==> src/rtl/serial_subtractor_pkg.sv <==
// serial_subtractor_pkg
//   Shared definitions for the bit-serial subtractor:
//   - state_e   : FSM state encoding (IDLE / SHIFT / DONE)
//   - cnt_width : bit-counter width helper, never narrower than one bit
package serial_subtractor_pkg;

  typedef enum logic [1:0] {
    ST_IDLE  = 2'd0,
    ST_SHIFT = 2'd1,
    ST_DONE  = 2'd2
  } state_e;

  function automatic int cnt_width(input int width);
    return (width < 2) ? 1 : $clog2(width);
  endfunction

endpackage

==> src/rtl/serial_subtractor_full_subtractor.sv <==
// full_subtractor
//   Single-bit combinational full subtractor: d = a - b - bin.
//   Ports:
//     a    : minuend bit
//     b    : subtrahend bit
//     bin  : borrow in
//     d    : difference bit
//     bout : borrow out (1 when a < b + bin)
module full_subtractor (
  input  logic a,
  input  logic b,
  input  logic bin,
  output logic d,
  output logic bout
);

  assign d    = a ^ b ^ bin;
  assign bout = (~a & b) | (~(a ^ b) & bin);

endmodule

==> src/rtl/serial_subtractor.sv <==
// serial_subtractor
//   Bit-serial subtractor computing Diff = A - B - Bin, LSB first, one bit per
//   clock through a single full-subtractor cell and a borrow flip-flop.
//   Optional feature macro: SERIAL_SUBTRACTOR_OVF_EN adds the signed-overflow
//   output ovf, registered alongside Diff.
//
//   state  | meaning
//   -------+----------------------------------------------------------
//   IDLE   | waiting for start; operands latched on accepted start
//   SHIFT  | one bit processed per cycle, WIDTH cycles in total
//   DONE   | result copied to output registers, done pulse issued
//
//   Ports:
//     clk   : rising-edge clock
//     rst_n : asynchronous active-low reset
//     start : request, sampled only in IDLE
//     A, B  : minuend / subtrahend, captured on accepted start
//     Bin   : borrow in, captured on accepted start
//     busy  : high in SHIFT and DONE
//     done  : one-cycle pulse, result valid from this cycle
//     Diff  : registered difference, held until the next done
//     Bout  : registered borrow out (unsigned underflow)
//     ovf   : (macro only) signed two's-complement overflow
module serial_subtractor
  import serial_subtractor_pkg::*;
#(
  parameter int WIDTH = 4
) (
  input  logic             clk,
  input  logic             rst_n,
  input  logic             start,
  input  logic [WIDTH-1:0] A,
  input  logic [WIDTH-1:0] B,
  input  logic             Bin,
  output logic             busy,
  output logic             done,
  output logic [WIDTH-1:0] Diff,
  output logic             Bout
`ifdef SERIAL_SUBTRACTOR_OVF_EN
  ,
  output logic             ovf
`endif
);

  localparam int CW = cnt_width(WIDTH);
  localparam logic [CW-1:0] LAST_BIT = CW'(WIDTH - 1);

  state_e           state_q;
  logic [WIDTH-1:0] a_sr_q;
  logic [WIDTH-1:0] b_sr_q;
  logic [WIDTH-1:0] r_sr_q;
  logic             br_q;
  logic [CW-1:0]    cnt_q;
  logic             done_q;
  logic [WIDTH-1:0] diff_q;
  logic             bout_q;

  // Outputs of the shared cell: next result bit and next borrow.
  logic bit_d;
  logic br_d;

  full_subtractor u_fs (
    .a    (a_sr_q[0]),
    .b    (b_sr_q[0]),
    .bin  (br_q),
    .d    (bit_d),
    .bout (br_d)
  );

`ifdef SERIAL_SUBTRACTOR_OVF_EN
  // Borrow entering the MSB step; XOR with the final borrow gives signed ovf.
  logic br_msb_q;
  logic ovf_q;

  always_ff @(posedge clk or negedge rst_n) begin
    if (!rst_n) begin
      br_msb_q <= 1'b0;
      ovf_q    <= 1'b0;
    end else begin
      if (state_q == ST_SHIFT && cnt_q == LAST_BIT) begin
        br_msb_q <= br_q;
      end
      if (state_q == ST_DONE) begin
        ovf_q <= br_msb_q ^ br_q;
      end
    end
  end

  assign ovf = ovf_q;
`endif

  always_ff @(posedge clk or negedge rst_n) begin
    if (!rst_n) begin
      state_q <= ST_IDLE;
      a_sr_q  <= '0;
      b_sr_q  <= '0;
      r_sr_q  <= '0;
      br_q    <= 1'b0;
      cnt_q   <= '0;
      done_q  <= 1'b0;
      diff_q  <= '0;
      bout_q  <= 1'b0;
    end else begin
      done_q <= 1'b0;
      case (state_q)
        ST_IDLE: begin
          if (start) begin
            a_sr_q  <= A;
            b_sr_q  <= B;
            br_q    <= Bin;
            r_sr_q  <= '0;
            cnt_q   <= '0;
            state_q <= ST_SHIFT;
          end
        end
        ST_SHIFT: begin
          br_q   <= br_d;
          r_sr_q <= {bit_d, r_sr_q[WIDTH-1:1]};
          a_sr_q <= {1'b0, a_sr_q[WIDTH-1:1]};
          b_sr_q <= {1'b0, b_sr_q[WIDTH-1:1]};
          cnt_q  <= cnt_q + CW'(1);
          if (cnt_q == LAST_BIT) begin
            state_q <= ST_DONE;
          end
        end
        ST_DONE: begin
          diff_q  <= r_sr_q;
          bout_q  <= br_q;
          done_q  <= 1'b1;
          state_q <= ST_IDLE;
        end
        default: begin
          state_q <= ST_IDLE;
        end
      endcase
    end
  end

  assign busy = (state_q != ST_IDLE);
  assign done = done_q;
  assign Diff = diff_q;
  assign Bout = bout_q;

endmodule

==> config.mk <==
export PLATFORM = sky130hd
export DESIGN_NAME = serial_subtractor
export DESIGN_NICKNAME = d
export VERILOG_FILES = /design/src/rtl/serial_subtractor_pkg.sv /design/src/rtl/serial_subtractor_full_subtractor.sv /design/src/rtl/serial_subtractor.sv
export SDC_FILE = /design/constraint.sdc
export NUM_CORES = 1
export LEC_CHECK = 0
export CAP_MARGIN = 20
export CORE_MARGIN = 1.5
export CORE_UTILIZATION = 50
export DETAILED_ROUTE_END_ITERATION = 6
export PLACE_DENSITY = 0.83
export SLEW_MARGIN = 15
export SYNTH_ARGS = -nofsm -noshare
export SYNTH_HDL_FRONTEND = slang
export SYNTH_SLANG_ARGS = --single-unit
==> constraint.sdc <==
create_clock -name clk -period 1.8 [get_ports clk]
set_clock_uncertainty 0.1 [all_clocks]
set_input_delay 0.36 -clock clk [delete_from_list [all_inputs] [get_ports clk]]
set_output_delay 0.36 -clock clk [all_outputs]
set_load 0.005 [all_outputs]
== Yosys cells after proc, flatten, opt, wreduce, memory -nomap -nowiden ==
Cells that the tools add are included.
Storage, ports and cells
  bits in registers: 23
  output and inout port bits: 7
  word-level logic and storage cells: 41
Cells by class
  add/subtract/negate cells: 1
  equality and inequality tests: 5
  mux-type cells: 14
  bitwise operators: 7
  reductions and logical operators: 5
Operators with widths (count)
  one-hot mux 4 bit (2 select lines): 3
  2-to-1 mux 4 bit: 3
  one-hot mux 2 bit (2 select lines): 2
  2-to-1 mux 2 bit: 3
  == test 2 bit, second input constant: 2
  inequality test 2 bit, second input constant: 2
  AND reduction 2 bit: 2
  nonzero test 2 bit: 2
  adder 2 x 1 -> 2 bit, second input constant: 1
  AND 1 bit: 2
  == test 2 x 1 -> 1 bit, second input constant: 1
  logical NOT 2 bit: 1
  2-to-1 mux 1 bit: 2
  inverter 1 bit: 2
  one-hot mux 1 bit (2 select lines): 1
  XOR 1 bit: 2
  bitwise OR 1 bit: 1

== Logic depth before layout (Yosys ltp) ==
  depth after elaboration: 5
  mapped depth: 4
  gate-level depth less buffers: 3

== Hierarchy ==
From an unflattened synthesis, not the netlist that was laid out.
Second synthesis, totals
  cells, all modules: 79
  area, all modules: 1033.5 µm²
Modules (own cells, without submodules)
  serial_subtractor: times used 1, cells each 75, area an instance 1002.2 µm²
  full_subtractor: times used 1, cells each 4, area an instance 31.3 µm²

== Worst setup path after synthesis ==
OpenSTA, ideal clock, no wires.
  path type: register to output
  start: register state_q[1]
  end: output busy
  arrival: 0.923 ns
  path slack: 0.417 ns
  cell stages (with the launch flop): 4
  buffers on the path: 2
  cells stage by stage: dfrtp_1 buf_6 buf_2 or2_2
On the way
  word-level cells in the longest chain between the ends: 1
Ends and longest elaborated chain
  from (decl): RTL line serial_subtractor.sv:48  | state_e state_q;
  from (signal assigned): RTL line serial_subtractor.sv:94  | state_q <= ST_IDLE;
  from (signal assigned): RTL line serial_subtractor.sv:113  | state_q <= ST_SHIFT;
  from (signal assigned): RTL line serial_subtractor.sv:123  | state_q <= ST_DONE;
  nonzero test 2 bit: RTL line serial_subtractor.sv:139  | assign busy = (state_q != ST_IDLE);
  to (decl): RTL line serial_subtractor.sv:35  | output logic busy,
Every way passes these cells.

== Final worst setup path ==
Same ends and word-level chain as after synthesis.

==> out/summary.md <==
The flow ran to the end, and the final reports show no timing, DRC or antenna violations. Dividing total power by cell area gives a power density of 1530 mW/mm2. The die covers 0.00237 mm2. Clock tree synthesis found a total of 23 sinks. Share of the synthesized area in the top cell type: 0.552. The tools report the pin count of the biggest net entering global routing as 24. The post-synth net total was 97. The worst register-to-register path ends at br_q$_DFFE_PN0P_.

For the deepest level of the CTS H-tree, the log shows 1. The number of hold violations in the final report came out at 0. Synthesis instantiated 26 different standard cells from the library. Ranked by total cell area, the synthesized netlist is headed by sky130_fd_sc_hd__dfrtp_1 55%, sky130_fd_sc_hd__mux2_2 5.4%, sky130_fd_sc_hd__a22o_1 4.2%, sky130_fd_sc_hd__nor4b_1 4.2%, sky130_fd_sc_hd__a221oi_1 3.4%. Number of max-cap violations: 0. The number of global-route vias before repair is 721. Walking the worst path, the cells encountered are or2_2 > dlygate4sd2_1. The run gives 0.741 as the headroom to the max-slew limit.

The routed wire length on met3 was 76 um. For the number of instances in the placed design, the log shows 128. The run gives 869 um as the routed length on met2. Along the worst path, the maximum fanout reaches 2. The die is 48.7 um tall. In this run the remaining antenna-violating nets after routing total 0. The share of the clock period used by the worst path was 0.971; the final weighted congestion in routability-driven placement was 0.745. The depth of the most critical reg-to-reg path was 4; the post-synthesis cell count was 83. The logs give 0 for the number of antenna violations at the first check in global routing and 0.00196 mm2 for the area of the placeable core.

The kind of cell adding the most delay to the critical path is flip-flops. The worst hold slack after final layout is 0.281 ns, and the longest individual stage delay on the worst path is 0.40 ns. The root buffer cell chosen for the clock tree is sky130_fd_sc_hd__clkbuf_4.

Yosys printed 0 warnings. STA puts the critical path data arrival time at 1.29 ns. In the layout the commonest cells are 23 x sky130_fd_sc_hd__dfrtp_1, 17 x sky130_fd_sc_hd__clkdlybuf4s50_1, 8 x sky130_fd_sc_hd__inv_1, 7 x sky130_fd_sc_hd__buf_4. The setup-violating endpoint count in the final report was 0; the layout-stage area growth over the synthesis result was 24.0%.

The x dimension of the die works out to 48.7 um. Summed over all instances, the cell type with the most area after synthesis is sky130_fd_sc_hd__dfrtp_1. The sort of element at the end of the critical path is an output pin. Prior to clock tree synthesis, the placed netlist has a worst setup slack of 0.0434 ns.

The count of buffering cells on the critical path with inverters included was 1; the global-route wire length before repair was 3220 um. The most critical setup path has its startpoint at state_q[1]$_DFFE_PN0P_. The number of antenna diodes in the final layout is 0. The critical path start-end classification was flop to output pin. The class of the most critical hold timing path was input pin to async pin. Setup repair after global routing left no endpoint under its margin. The run gives 0.552 as the fraction of the yosys area taken by sequential cells. For the fmax, the log shows 572 MHz. Buffers inserted during clock tree synthesis total 3. The count of pins over their slew limit was 0.

The worst setup slack for register-to-register paths was 0.35 ns. Setup slack closes at 0.0515 ns. The tools report the beginning of the worst register-to-register path as state_q[1]$_DFFE_PN0P_. The routed layout has 720 vias. The uppermost signal routing layer after detailed routing is met4.

The count of buffers from port buffering came out at 18. After legalization and detailed placement, the total HPWL measured 1330 um. The commonest non-fill, non-tap cell in the layout is sky130_fd_sc_hd__dfrtp_1. After global routing the overflow that remains totals 0. The clock reaches the later pin of the worst-skew pair after 0.31 ns. For the total routed wirelength, the log shows 1790 um. The share of layout cells above drive strength 1 is 0.200, and the maximum ir drop on the vdd rail is 0.730 mV. Effective utilization at floorplan: 0.531. The global-route usage over all layers is 0.177, and the leakage dissipation is 0.577 nW. The actual slew at the worst max-slew pin was 0.384 ns; the data required time of the worst path was 1.34 ns. For the detailed-route DRC error count, the log shows 0.

The mean post-synth cell area is 12.6 um2, and the detailed-route vias per instance is 5.45. TritonCTS built the clock tree. In the final routing, the length of wire on met1 measures 816 um. The setup TNS was 0 ns; the iteration-0 DRC count of the detailed router was 3. The number of rows in the core area is 16, and the final standard cell utilization of the core is 0.659. The pre-antenna-repair detailed-routing pass consisted of 4 iterations. The tools report the post-synthesis instance area as 0.00104 mm2. The maximum root-to-sink buffer count was 2; the final standard cell count with taps included and fillers excluded was 132. The tools report the count of boundary I/O pins as 19. Element type at the critical path start: a flop. Among all stages on the critical path, the largest delay is contributed by sky130_fd_sc_hd__dfrtp_1.

For this design, the CTS-stage hold fixing added 0 buffers. The clock slew at the register clock pins of the worst setup and hold paths was 0.12 ns. The routed wirelength normalized by instance count was 13.6 um; the time the final worst path needs with I/O delays and setup was 1.75 ns. The final net count is 120, and the number of synthesized register bits is 23.
per-layer routing:
| layer | up-vias | global-route usage |
|---|---|---|
| li1 | 345 | - |
| met1 | 351 | 0.237 |
| met2 | 20 | 0.288 |
| met3 | 4 | 0.0216 |
| met4 | 0 | 0.0857 |
| met5 | - | 0 |
state kept, by name, indices dropped and copies added (netlist names), 2 cells and up:
signal,cells
a_sr_q,4
b_sr_q,4
r_sr_q,4
cnt_q,2
state_q,2
Diff,4
cell type report:
class,instances,area [um2]
fill,163,669
timing repair buffer,25,231
multi-input combinational,45,395
tap,27,33.8
sequential,23,576
inverter,8,30.0
clock buffer,4,26.3
cells in the mapped netlist, drive strengths merged:
master  instances
inv             8
fa              1
nand3b          2
nor2b           1
o21ba           1
o21bai          1
nand2b          4
nor3b           1
or2             2
buf             6
ha              1
dfrtp          23
mux2i           1
a211oi          1
a221oi          4
clkbuf          1
o221a           2
a21oi           1
a22o            5
nand2           2
o221ai          2
or4b            2
and2            1
nor4b           5
mux2            5
worst reg2reg max path, delay by kind of cell, from the launching register on:
| family | cells | cell delay [ns] |
|---|---|---|
| AO/OA/AOI/OAI | 2 | 0.48 |
| buffers and inverters | 2 | 0.36 |
| flip-flops | 1 | 0.40 |
worst max-delay path by stage:
| stage | end | slack, ns | cells past startpoint |
|---|---|---|---|
| finish | busy | 0.05 | 2 |
| global route | busy | 0.009 | 2 |
| CTS | busy | 0.04 | 2 |
| detailed placement | a_sr_q[1]$_DFFE_PN0P_ | 0.04 | 3 |
| global placement | a_sr_q[1]$_DFFE_PN0P_ | 0.08 | 3 |
| floorplan | busy | 0.42 | 3 |
repair_timing:
item / 4_1_cts / 5_1_grt
resized for setup: 1 / 0
buffers inserted: 0 / 0
endpoints found under the setup margin: 1 / 0
stage by stage:
step / instance area, um2 / power, W
floorplan: 1040 / 0.00145
global placement: 1270 / 0.00173
detailed placement: 1270 / 0.00178
CTS: 1290 / 0.00200
global route: 1290 / 0.00215
finish: 1290 / 0.00198
logic make-up after synthesis:
group	count (synthesis)	synth area share
DFF	23	0.552
and+or+nand+nor	20	0.138
AOI/OAI and AO/OA	17	0.146
buffers and inverters	15	0.0684
muxes	6	0.0636
adders and majority gates	2	0.0312
where the power goes:
part | leakage, nW | switching (W) | internal [W]
sequential | 0.285 | 0.000120 | 0.000744
clock | 0.0150 | 0.000150 | 0.0000865
combinational | 0.278 | 0.000385 | 0.000497
No activity file was read; power rests on OpenSTA's default activity.
